File: config.mk
export PLATFORM = sky130hd
export DESIGN_NAME = pulse_synth_core_flat
export DESIGN_NICKNAME = d
export VERILOG_FILES = /design/src/rtl/pulse_synth_pkg.sv /design/src/rtl/pulse_synth_if.sv /design/src/rtl/pulse_synth_button_debounce.sv /design/src/rtl/pulse_synth_core.sv /design/src/flat_wrapper.sv
export SDC_FILE = /design/constraint.sdc
export NUM_CORES = 1
export LEC_CHECK = 0
export BUFFER_PORTS_ARGS = -buffer_cell sky130_fd_sc_hd__clkbuf_2
export CAP_MARGIN = 20
export CELL_PAD_IN_SITES_DETAIL_PLACEMENT = 2
export CELL_PAD_IN_SITES_GLOBAL_PLACEMENT = 2
export CORE_MARGIN = 4
export CORE_UTILIZATION = 46
export DETAILED_ROUTE_END_ITERATION = 10
export GPL_TIMING_DRIVEN = 1
export HOLD_SLACK_MARGIN = 0.12
export PLACE_DENSITY = 0.88
export SLEW_MARGIN = 5
export SYNTH_ARGS = -nofsm -noshare
export SYNTH_HDL_FRONTEND = slang
export SYNTH_SLANG_ARGS = --single-unit
File: constraint.sdc
create_clock -name sysclk -period 12.45 [get_ports sysclk]
set_input_delay 1.8675 -clock sysclk [delete_from_list [all_inputs] [get_ports sysclk]]
set_output_delay 1.8675 -clock sysclk [all_outputs]
set_load 0.1 [all_outputs]
File: src/rtl/pulse_synth_pkg.sv
// -----------------------------------------------------------------------------
// pulse_synth_pkg
// Shared types, constants and width helpers for the multi-channel pulse
// synthesiser. The board top reuses the default debounce and prescale
// constants so that simulation builds can override them in one place.
// -----------------------------------------------------------------------------
package pulse_synth_pkg;

  // Board defaults: 100000 stable cycles of debounce, 1000 cycles per tick.
  localparam int DEB_CNT_DEFAULT  = 100000;
  localparam int PRESCALE_DEFAULT = 1000;

  // Scale adjustment requested in one cycle.
  typedef enum logic [1:0] {
    ADJ_NONE,
    ADJ_INC,
    ADJ_DEC
  } adj_e;

  // Ceiling log2 that never returns less than 1, so a counter or index
  // always has at least one bit.
  function automatic int clog2_min1(input int n);
    return (n > 1) ? $clog2(n) : 1;
  endfunction

  // Width of the channel-select index.
  function automatic int sel_w(input int num_ch);
    return clog2_min1(num_ch);
  endfunction

  // Width of the summed level, which must hold 0..num_ch inclusive.
  function automatic int lvl_w(input int num_ch);
    return $clog2(num_ch + 1);
  endfunction

endpackage

File: src/rtl/pulse_synth_if.sv
// -----------------------------------------------------------------------------
// pulse_synth_if
// Board-facing signal bundle of the pulse synthesiser.
//   Enable_SW  per-channel enable switches (raw, level-sensitive)
//   Bt_Plus    raw button, increment the selected channel's scale
//   Bt_Minus   raw button, decrement the selected channel's scale
//   Bt_Sel     raw button, advance the selected channel
//   Sel_Ch     currently selected channel
//   Sel_Scale  scale of the selected channel
//   Pulse      PWM-encoded sum of the enabled channels
// master: the board / stimulus side. slave: the synthesiser core.
// -----------------------------------------------------------------------------
interface pulse_synth_if
  import pulse_synth_pkg::*;
#(
  parameter int NUM_CH  = 4,
  parameter int SCALE_W = 6
);

  localparam int SEL_W = sel_w(NUM_CH);

  logic [NUM_CH-1:0]  Enable_SW;
  logic               Bt_Plus;
  logic               Bt_Minus;
  logic               Bt_Sel;
  logic [SEL_W-1:0]   Sel_Ch;
  logic [SCALE_W-1:0] Sel_Scale;
  logic               Pulse;

  modport master (
    output Enable_SW, Bt_Plus, Bt_Minus, Bt_Sel,
    input  Sel_Ch, Sel_Scale, Pulse
  );

  modport slave (
    input  Enable_SW, Bt_Plus, Bt_Minus, Bt_Sel,
    output Sel_Ch, Sel_Scale, Pulse
  );

endinterface

File: src/rtl/pulse_synth_button_debounce.sv
// -----------------------------------------------------------------------------
// button_debounce
// Two-flop synchroniser followed by a stability counter. The accepted level
// flips only after DEB_CNT consecutive synced samples disagree with it; any
// agreeing sample clears the counter. rise is a one-cycle strobe on the
// accepted 0->1 transition, so a held button yields exactly one event.
//   clk      system clock
//   rst      asynchronous active-high reset
//   btn_raw  asynchronous button input
//   rise     one-cycle press event
// -----------------------------------------------------------------------------
module button_debounce
  import pulse_synth_pkg::*;
#(
  parameter int DEB_CNT = DEB_CNT_DEFAULT
) (
  input  logic clk,
  input  logic rst,
  input  logic btn_raw,
  output logic rise
);

  localparam int CNT_W = clog2_min1(DEB_CNT);

  logic [1:0]       sync_q, sync_d;   // [0] metastable stage, [1] synced
  logic [CNT_W-1:0] cnt_q, cnt_d;
  logic             stable_q, stable_d;
  logic             rise_q, rise_d;

  // NOTE: every output of this block gets a default before any branch, so no
  // path leaves a variable unassigned and no latch is inferred.
  always_comb begin
    sync_d   = {sync_q[0], btn_raw};
    cnt_d    = '0;
    stable_d = stable_q;
    rise_d   = 1'b0;
    if (sync_q[1] != stable_q) begin
      if (cnt_q == CNT_W'(DEB_CNT - 1)) begin
        stable_d = sync_q[1];
        rise_d   = sync_q[1];
      end else begin
        cnt_d = cnt_q + CNT_W'(1);
      end
    end
  end

  // NOTE: state registers use non-blocking assignments so every flop samples
  // the pre-edge values regardless of statement order.
  always_ff @(posedge clk or posedge rst) begin
    if (rst) begin
      sync_q   <= '0;
      cnt_q    <= '0;
      stable_q <= 1'b0;
      rise_q   <= 1'b0;
    end else begin
      sync_q   <= sync_d;
      cnt_q    <= cnt_d;
      stable_q <= stable_d;
      rise_q   <= rise_d;
    end
  end

  assign rise = rise_q;

endmodule

File: src/rtl/pulse_synth_core.sv
// -----------------------------------------------------------------------------
// pulse_synth_core
// Multi-channel tone synthesiser. Three debounced buttons select a channel and
// adjust its frequency scale; each channel runs a phase accumulator advanced
// on a prescaled clock-enable tick, and the enabled channels' square waves are
// summed and PWM-encoded onto a single Pulse pin. Everything runs on sysclk.
//   sysclk  system clock
//   reset   asynchronous active-high reset
//   io      pulse_synth_if.slave (Enable_SW, Bt_Plus, Bt_Minus, Bt_Sel in;
//           Sel_Ch, Sel_Scale, Pulse out)
// Build option: define PULSE_SYNTH_PHASE_RST_EN to hold a disabled channel's
// accumulator at phase 0, keeping channels enabled together phase-aligned.
// -----------------------------------------------------------------------------
module pulse_synth_core
  import pulse_synth_pkg::*;
#(
  parameter int NUM_CH     = 4,
  parameter int SCALE_W    = 6,
  parameter int SCALE_INIT = 1,
  parameter int ACC_W      = 16,
  parameter int PRESCALE   = PRESCALE_DEFAULT,
  parameter int DEB_CNT    = DEB_CNT_DEFAULT
) (
  input  logic         sysclk,
  input  logic         reset,
  pulse_synth_if.slave io
);

  localparam int SEL_W = sel_w(NUM_CH);
  localparam int LVL_W = lvl_w(NUM_CH);
  localparam int PRE_W = clog2_min1(PRESCALE);

  // ---------------------------------------------------------------- buttons
  logic plus_ev, minus_ev, sel_ev;

  button_debounce #(.DEB_CNT(DEB_CNT)) u_deb_plus (
    .clk(sysclk), .rst(reset), .btn_raw(io.Bt_Plus), .rise(plus_ev)
  );
  button_debounce #(.DEB_CNT(DEB_CNT)) u_deb_minus (
    .clk(sysclk), .rst(reset), .btn_raw(io.Bt_Minus), .rise(minus_ev)
  );
  button_debounce #(.DEB_CNT(DEB_CNT)) u_deb_sel (
    .clk(sysclk), .rst(reset), .btn_raw(io.Bt_Sel), .rise(sel_ev)
  );

  // ------------------------------------------------------------------ state
  logic [NUM_CH-1:0]  en_meta_q, en_sync_q;
  logic [PRE_W-1:0]   pre_q, pre_d;
  logic               tick_q, tick_d;
  logic [SEL_W-1:0]   sel_q, sel_d;
  logic [SCALE_W-1:0] scale_q [NUM_CH];
  logic [SCALE_W-1:0] scale_d [NUM_CH];
  logic [ACC_W-1:0]   acc_q   [NUM_CH];
  logic [ACC_W-1:0]   acc_d   [NUM_CH];
  logic [NUM_CH-1:0]  sq;
  logic [LVL_W-1:0]   level_q, level_d;
  logic [SEL_W-1:0]   pwm_q, pwm_d;
  logic               pulse_q, pulse_d;
  logic [SCALE_W-1:0] sel_scale;
  adj_e               adj;

  // Prescaler: tick is registered so it coincides with the counter wrapping
  // to 0, first appearing PRESCALE cycles after reset release.
  always_comb begin
    pre_d  = pre_q + PRE_W'(1);
    tick_d = 1'b0;
    if (pre_q == PRE_W'(PRESCALE - 1)) begin
      pre_d  = '0;
      tick_d = 1'b1;
    end
  end

  // Control: plus and minus together cancel. The adjustment uses the old
  // selection, so a simultaneous select advances only after the update.
  always_comb begin
    adj = ADJ_NONE;
    if (plus_ev && !minus_ev) begin
      adj = ADJ_INC;
    end else if (minus_ev && !plus_ev) begin
      adj = ADJ_DEC;
    end

    scale_d = scale_q;
    for (int k = 0; k < NUM_CH; k++) begin
      if (sel_q == SEL_W'(k)) begin
        case (adj)
          ADJ_INC: if (scale_q[k] != '1) scale_d[k] = scale_q[k] + SCALE_W'(1);
          ADJ_DEC: if (scale_q[k] != '0) scale_d[k] = scale_q[k] - SCALE_W'(1);
          default: ;
        endcase
      end
    end

    sel_d = sel_q;
    if (sel_ev) begin
      sel_d = (sel_q == SEL_W'(NUM_CH - 1)) ? '0 : sel_q + SEL_W'(1);
    end
  end

  always_comb begin
    sel_scale = '0;
    for (int k = 0; k < NUM_CH; k++) begin
      if (sel_q == SEL_W'(k)) sel_scale = scale_q[k];
    end
  end

  // Accumulators: the size cast zero-extends (or truncates) the scale, which
  // leaves the modulo-2^ACC_W sum unchanged either way.
  for (genvar k = 0; k < NUM_CH; k++) begin : g_ch
`ifdef PULSE_SYNTH_PHASE_RST_EN
    assign acc_d[k] = !en_sync_q[k] ? '0 :
                      tick_q        ? acc_q[k] + ACC_W'(scale_q[k]) : acc_q[k];
`else
    assign acc_d[k] = tick_q ? acc_q[k] + ACC_W'(scale_q[k]) : acc_q[k];
`endif
    assign sq[k] = acc_q[k][ACC_W-1];
  end

  // Level: number of enabled channels whose square wave is high.
  always_comb begin
    level_d = '0;
    for (int k = 0; k < NUM_CH; k++) begin
      level_d = level_d + LVL_W'(sq[k] & en_sync_q[k]);
    end
  end

  // PWM: a free-running 0..NUM_CH-1 counter compared against the level, so
  // level 0 is constant low and level NUM_CH is constant high.
  always_comb begin
    pwm_d   = (pwm_q == SEL_W'(NUM_CH - 1)) ? '0 : pwm_q + SEL_W'(1);
    pulse_d = LVL_W'(pwm_q) < level_q;
  end

  // NOTE: the scale and accumulator arrays are a handful of flops, not a RAM,
  // so they are reset element by element like any other register.
  always_ff @(posedge sysclk or posedge reset) begin
    if (reset) begin
      en_meta_q <= '0;
      en_sync_q <= '0;
      pre_q     <= '0;
      tick_q    <= 1'b0;
      sel_q     <= '0;
      for (int k = 0; k < NUM_CH; k++) begin
        scale_q[k] <= SCALE_W'(SCALE_INIT);
        acc_q[k]   <= '0;
      end
      level_q   <= '0;
      pwm_q     <= '0;
      pulse_q   <= 1'b0;
    end else begin
      en_meta_q <= io.Enable_SW;
      en_sync_q <= en_meta_q;
      pre_q     <= pre_d;
      tick_q    <= tick_d;
      sel_q     <= sel_d;
      scale_q   <= scale_d;
      acc_q     <= acc_d;
      level_q   <= level_d;
      pwm_q     <= pwm_d;
      pulse_q   <= pulse_d;
    end
  end

  assign io.Sel_Ch    = sel_q;
  assign io.Sel_Scale = sel_scale;
  assign io.Pulse     = pulse_q;

endmodule

File: src/flat_wrapper.sv
// flat-port wrapper written by rule: the top's interface ports become plain ports
module pulse_synth_core_flat import pulse_synth_pkg::*;
#(
  parameter int NUM_CH     = 4,
  parameter int SCALE_W    = 6,
  parameter int SCALE_INIT = 1,
  parameter int ACC_W      = 16,
  parameter int PRESCALE   = PRESCALE_DEFAULT,
  parameter int DEB_CNT    = DEB_CNT_DEFAULT
)
  (sysclk, reset, io_Enable_SW, io_Bt_Plus, io_Bt_Minus, io_Bt_Sel, io_Sel_Ch, io_Sel_Scale, io_Pulse);
  pulse_synth_if #(.NUM_CH(NUM_CH), .SCALE_W(SCALE_W)) io_i ();
  input  logic sysclk;
  input  logic reset;
  input wire logic [$bits(io_i.Enable_SW)-1:0] io_Enable_SW;
  input wire logic [$bits(io_i.Bt_Plus)-1:0] io_Bt_Plus;
  input wire logic [$bits(io_i.Bt_Minus)-1:0] io_Bt_Minus;
  input wire logic [$bits(io_i.Bt_Sel)-1:0] io_Bt_Sel;
  output wire logic [$bits(io_i.Sel_Ch)-1:0] io_Sel_Ch;
  output wire logic [$bits(io_i.Sel_Scale)-1:0] io_Sel_Scale;
  output wire logic [$bits(io_i.Pulse)-1:0] io_Pulse;
  assign io_i.Enable_SW = io_Enable_SW;
  assign io_i.Bt_Plus = io_Bt_Plus;
  assign io_i.Bt_Minus = io_Bt_Minus;
  assign io_i.Bt_Sel = io_Bt_Sel;
  assign io_Sel_Ch = io_i.Sel_Ch;
  assign io_Sel_Scale = io_i.Sel_Scale;
  assign io_Pulse = io_i.Pulse;
  pulse_synth_core #(.NUM_CH(NUM_CH), .SCALE_W(SCALE_W), .SCALE_INIT(SCALE_INIT), .ACC_W(ACC_W), .PRESCALE(PRESCALE), .DEB_CNT(DEB_CNT)) u_core (.sysclk(sysclk), .reset(reset), .io(io_i));
endmodule
==> results.yml <==
outcome:
  status: "finished clean"
clock_network:
  clkTransAtPathRegs_ns: 0.07
  clockBufferDepth: 2
  htree_levels: 4
  insertion_delay_ns: 0.45
  cts_tree: "done"
  numCtsBuffers: 17
  cts_root_buffer: "clkbuf_16"
  post_cts_buffers: 0
  cts-resized-gates: 0
  cts_sinks: 178
  cts_hold_buf: 0
sta:
  tns_ns: 0
  hold_violations: 0
  finalCritPeriodShare: 0.357
  maxSlewHeadroom: 0.320
  finalClockSkew_ns: 0.0152
  tightest_slew_ns: 1.02
  max_freq_ghz: 0.225
  fin_crit_ns: 4.45
  rsz0062_at_grt: "false"
  slew_viol_final: 0
  setup_viol: 0
critical_path:
  reg2regPathDepth: 7
  r2r_start: "u_core.u_deb_plus.rise$_DFF_PP0_"
  crit_path_end_kind: "output pin"
  critPathRequiredTime_ns: 10.58
  crit_fanout: 13
  crit_arrival_ns: 2.58
  rrSetupSlack_ns: 9.49
  cp-start-kind: "register"
  critical_path_class: "reg2out"
  r2r_end: "u_core.scale_q[22]$_DFFE_PP0P_"
synthesis:
  synth_most_common_cell: "dfrtp_1"
  syn_area_sq_um: 9450
  synth_ff_type: "dfrtp_1"
  ys_top_cells_by_area: "dfrtp_1, xnor2_1, ha_1, xor2_1, nor2_1"
  yosys_register_bits: 178
  ys_seq_area_frac: 0.472
  postSynth.asyncResetShare: 1.00
  yosysUniqueCellTypes: 76
  ys_warn_count: 0
  avgSynthCellArea_sq_um: 10.6
  synthTopCellsByCount: "dfrtp_1, nor2_1, nand2_1, xnor2_1, xor2_1"
  synth_largest_area_cell: "dfrtp_1"
  synth_fp_nets: 949
  synth-edff-count: 0
  syn_inst: 892
  synth_top_cell_area_share: 0.461
place:
  gp_congestion: 0.742
  hpwlAfterDp_microns: 15700
  dpl_cell_area_sq_um: 9690
  port_buffers: 17
  post-place-cells: 1150
worst_hold_path:
  hp-class: "reg2reg"
  hold_end: "u_core.u_deb_sel.sync_q[1]$_DFF_PP0_"
  hold_depth: 0
  worstHoldStart: "u_core.u_deb_sel.sync_q[0]$_DFF_PP0_"
floorplan:
  die_w_microns: 151
  start_util: 0.467
  ioPinCount: 18
  coreArea_sq_um: 20200
  rows: 52
  die-area_sq_um: 22900
  dieHeight_microns: 151
global_route:
  grt-ovfl-total: 0
  grt_pass1_vias: 7926
  grt_max_degree: 126
  grt_util_all_layers: 0.247
  grt_pass1_wl_microns: 44100
  grt_antenna_before_repair: 0
detailed_routing:
  wire_per_inst_microns: 22.4
  firstDrtPassIters: 4
  vias: 6815
  routed_wl_microns: 26500
  routed_via_density: 5.77
  initialDrtViolationCount: 325
  postRouteAntennaNets: 0
  drc: 0
job:
  drv_cap: 0
layout:
  layout-drive-gt1-share: 0.113
  n_antenna_cell: 0
  final_nets: 956
  area_growth_pct: 8.78
  utilization: 0.508
  fin_cells: 1182
  fin_area_sq_um: 10300
power_and_ir_drop:
  peakVddDrop_uv: 98.9
  p_leak_nw: 4.64
  powerDensity_nw_per_um2: 114
routing by layer:
metal,vias to the layer above,share of wire,GRT usage
met1,3603,0.42,0.298
li1,3111,-,-
met3,36,0.016,0.0383
met5,-,0,0
met4,0,0.017,0.0607
met2,65,0.55,0.457
registers in the layout (all words and copies together) (netlist names), 3 cells and up:
register	flops
u_core.u_deb_plus.cnt_q	17
u_core.pre_q	10
u_core.scale_q	24
u_core.en_meta_q	4
u_core.u_deb_minus.cnt_q	17
u_core.en_sync_q	4
u_core.u_deb_sel.cnt_q	17
u_core.level_q	3
u_core.acc_q	64
per-stage QoR:
stage / total power [mW] / hold slack (ns) / setup WS [ns]
3_5_place_dp: 0.620 / 0.337 / 8.59
6_report: 1.17 / 0.352 / 8.00
2_1_floorplan: 0.612 / 0.331 / 5.76
3_3_place_gp: 0.618 / 0.334 / 8.66
4_1_cts: 1.18 / 0.354 / 7.98
5_1_grt: 1.21 / 0.360 / 7.87
worst max path at each step:
stage	from	end	slack, ns	cells after the start
final	u_core.io.Sel_Ch[1]$_DFFE_PP0P_	io_Sel_Scale[4]	8.00	7
after global routing	u_core.io.Sel_Ch[1]$_DFFE_PP0P_	io_Sel_Scale[4]	7.87	7
after CTS	u_core.io.Sel_Ch[1]$_DFFE_PP0P_	io_Sel_Scale[4]	7.98	7
after detailed placement	u_core.io.Sel_Ch[1]$_DFFE_PP0P_	io_Sel_Scale[4]	8.59	7
after global placement	u_core.io.Sel_Ch[1]$_DFFE_PP0P_	io_Sel_Scale[4]	8.66	7
after floorplan	reset	u_core.acc_q[0]$_DFFE_PP0P_	5.76	1
placed cells by master, fill, tap and decap left out, types with 6 or more instances in the layout:
master / instances
dfrtp_1: 174
xor2_1: 56
nor3b_1: 6
o211ai_1: 7
xnor2_1: 78
and3_1: 8
nand3_1: 33
nor4b_1: 6
nand3b_1: 8
nor2_1: 84
nand4_1: 16
ha_1: 43
nand2_1: 78
clkbuf_2: 17
mux2_2: 19
nor3_1: 12
a21oi_1: 42
o21ai_0: 35
inv_1: 24
a21o_1: 10
and4_1: 9
nand2b_1: 7
clkbuf_16: 17
a211oi_1: 10
critical path: stages (launching register included):
cell and delay [ns]:
dfrtp_1 0.41, inv_1 0.10, ha_1 0.32, nand3b_1 0.25
a21oi_1 0.22, a21oi_1 0.06, o21ai_0 0.27, clkbuf_2 0.52
layout make-up:
cell class              count  area, sq um
inverters                  25          101
multi-input cells         657         4690
clock buffers              20          447
flip-flops and latches    178         4460
fillers                  2029         9950
repair buffers             20          108
clock inverters            12          144
well taps                 270          338
power breakdown:
part	total (mW)	internal, mW	switching [mW]	leakage (nW)
logic	0.0214	0.00413	0.0173	1.94
clock network	0.560	0.305	0.254	0.279
registers	0.586	0.583	0.00364	2.41
cell families after synthesis:
kind of cell,count (synthesis),share of synthesized area
compound gates,143,0.0968
xor+xnor,134,0.124
fa+ha+maj,48,0.0675
buf+inv,57,0.0326
flops,178,0.472
mux,22,0.0270
simple gates,310,0.180
No activity file was read; power rests on OpenSTA's default activity.
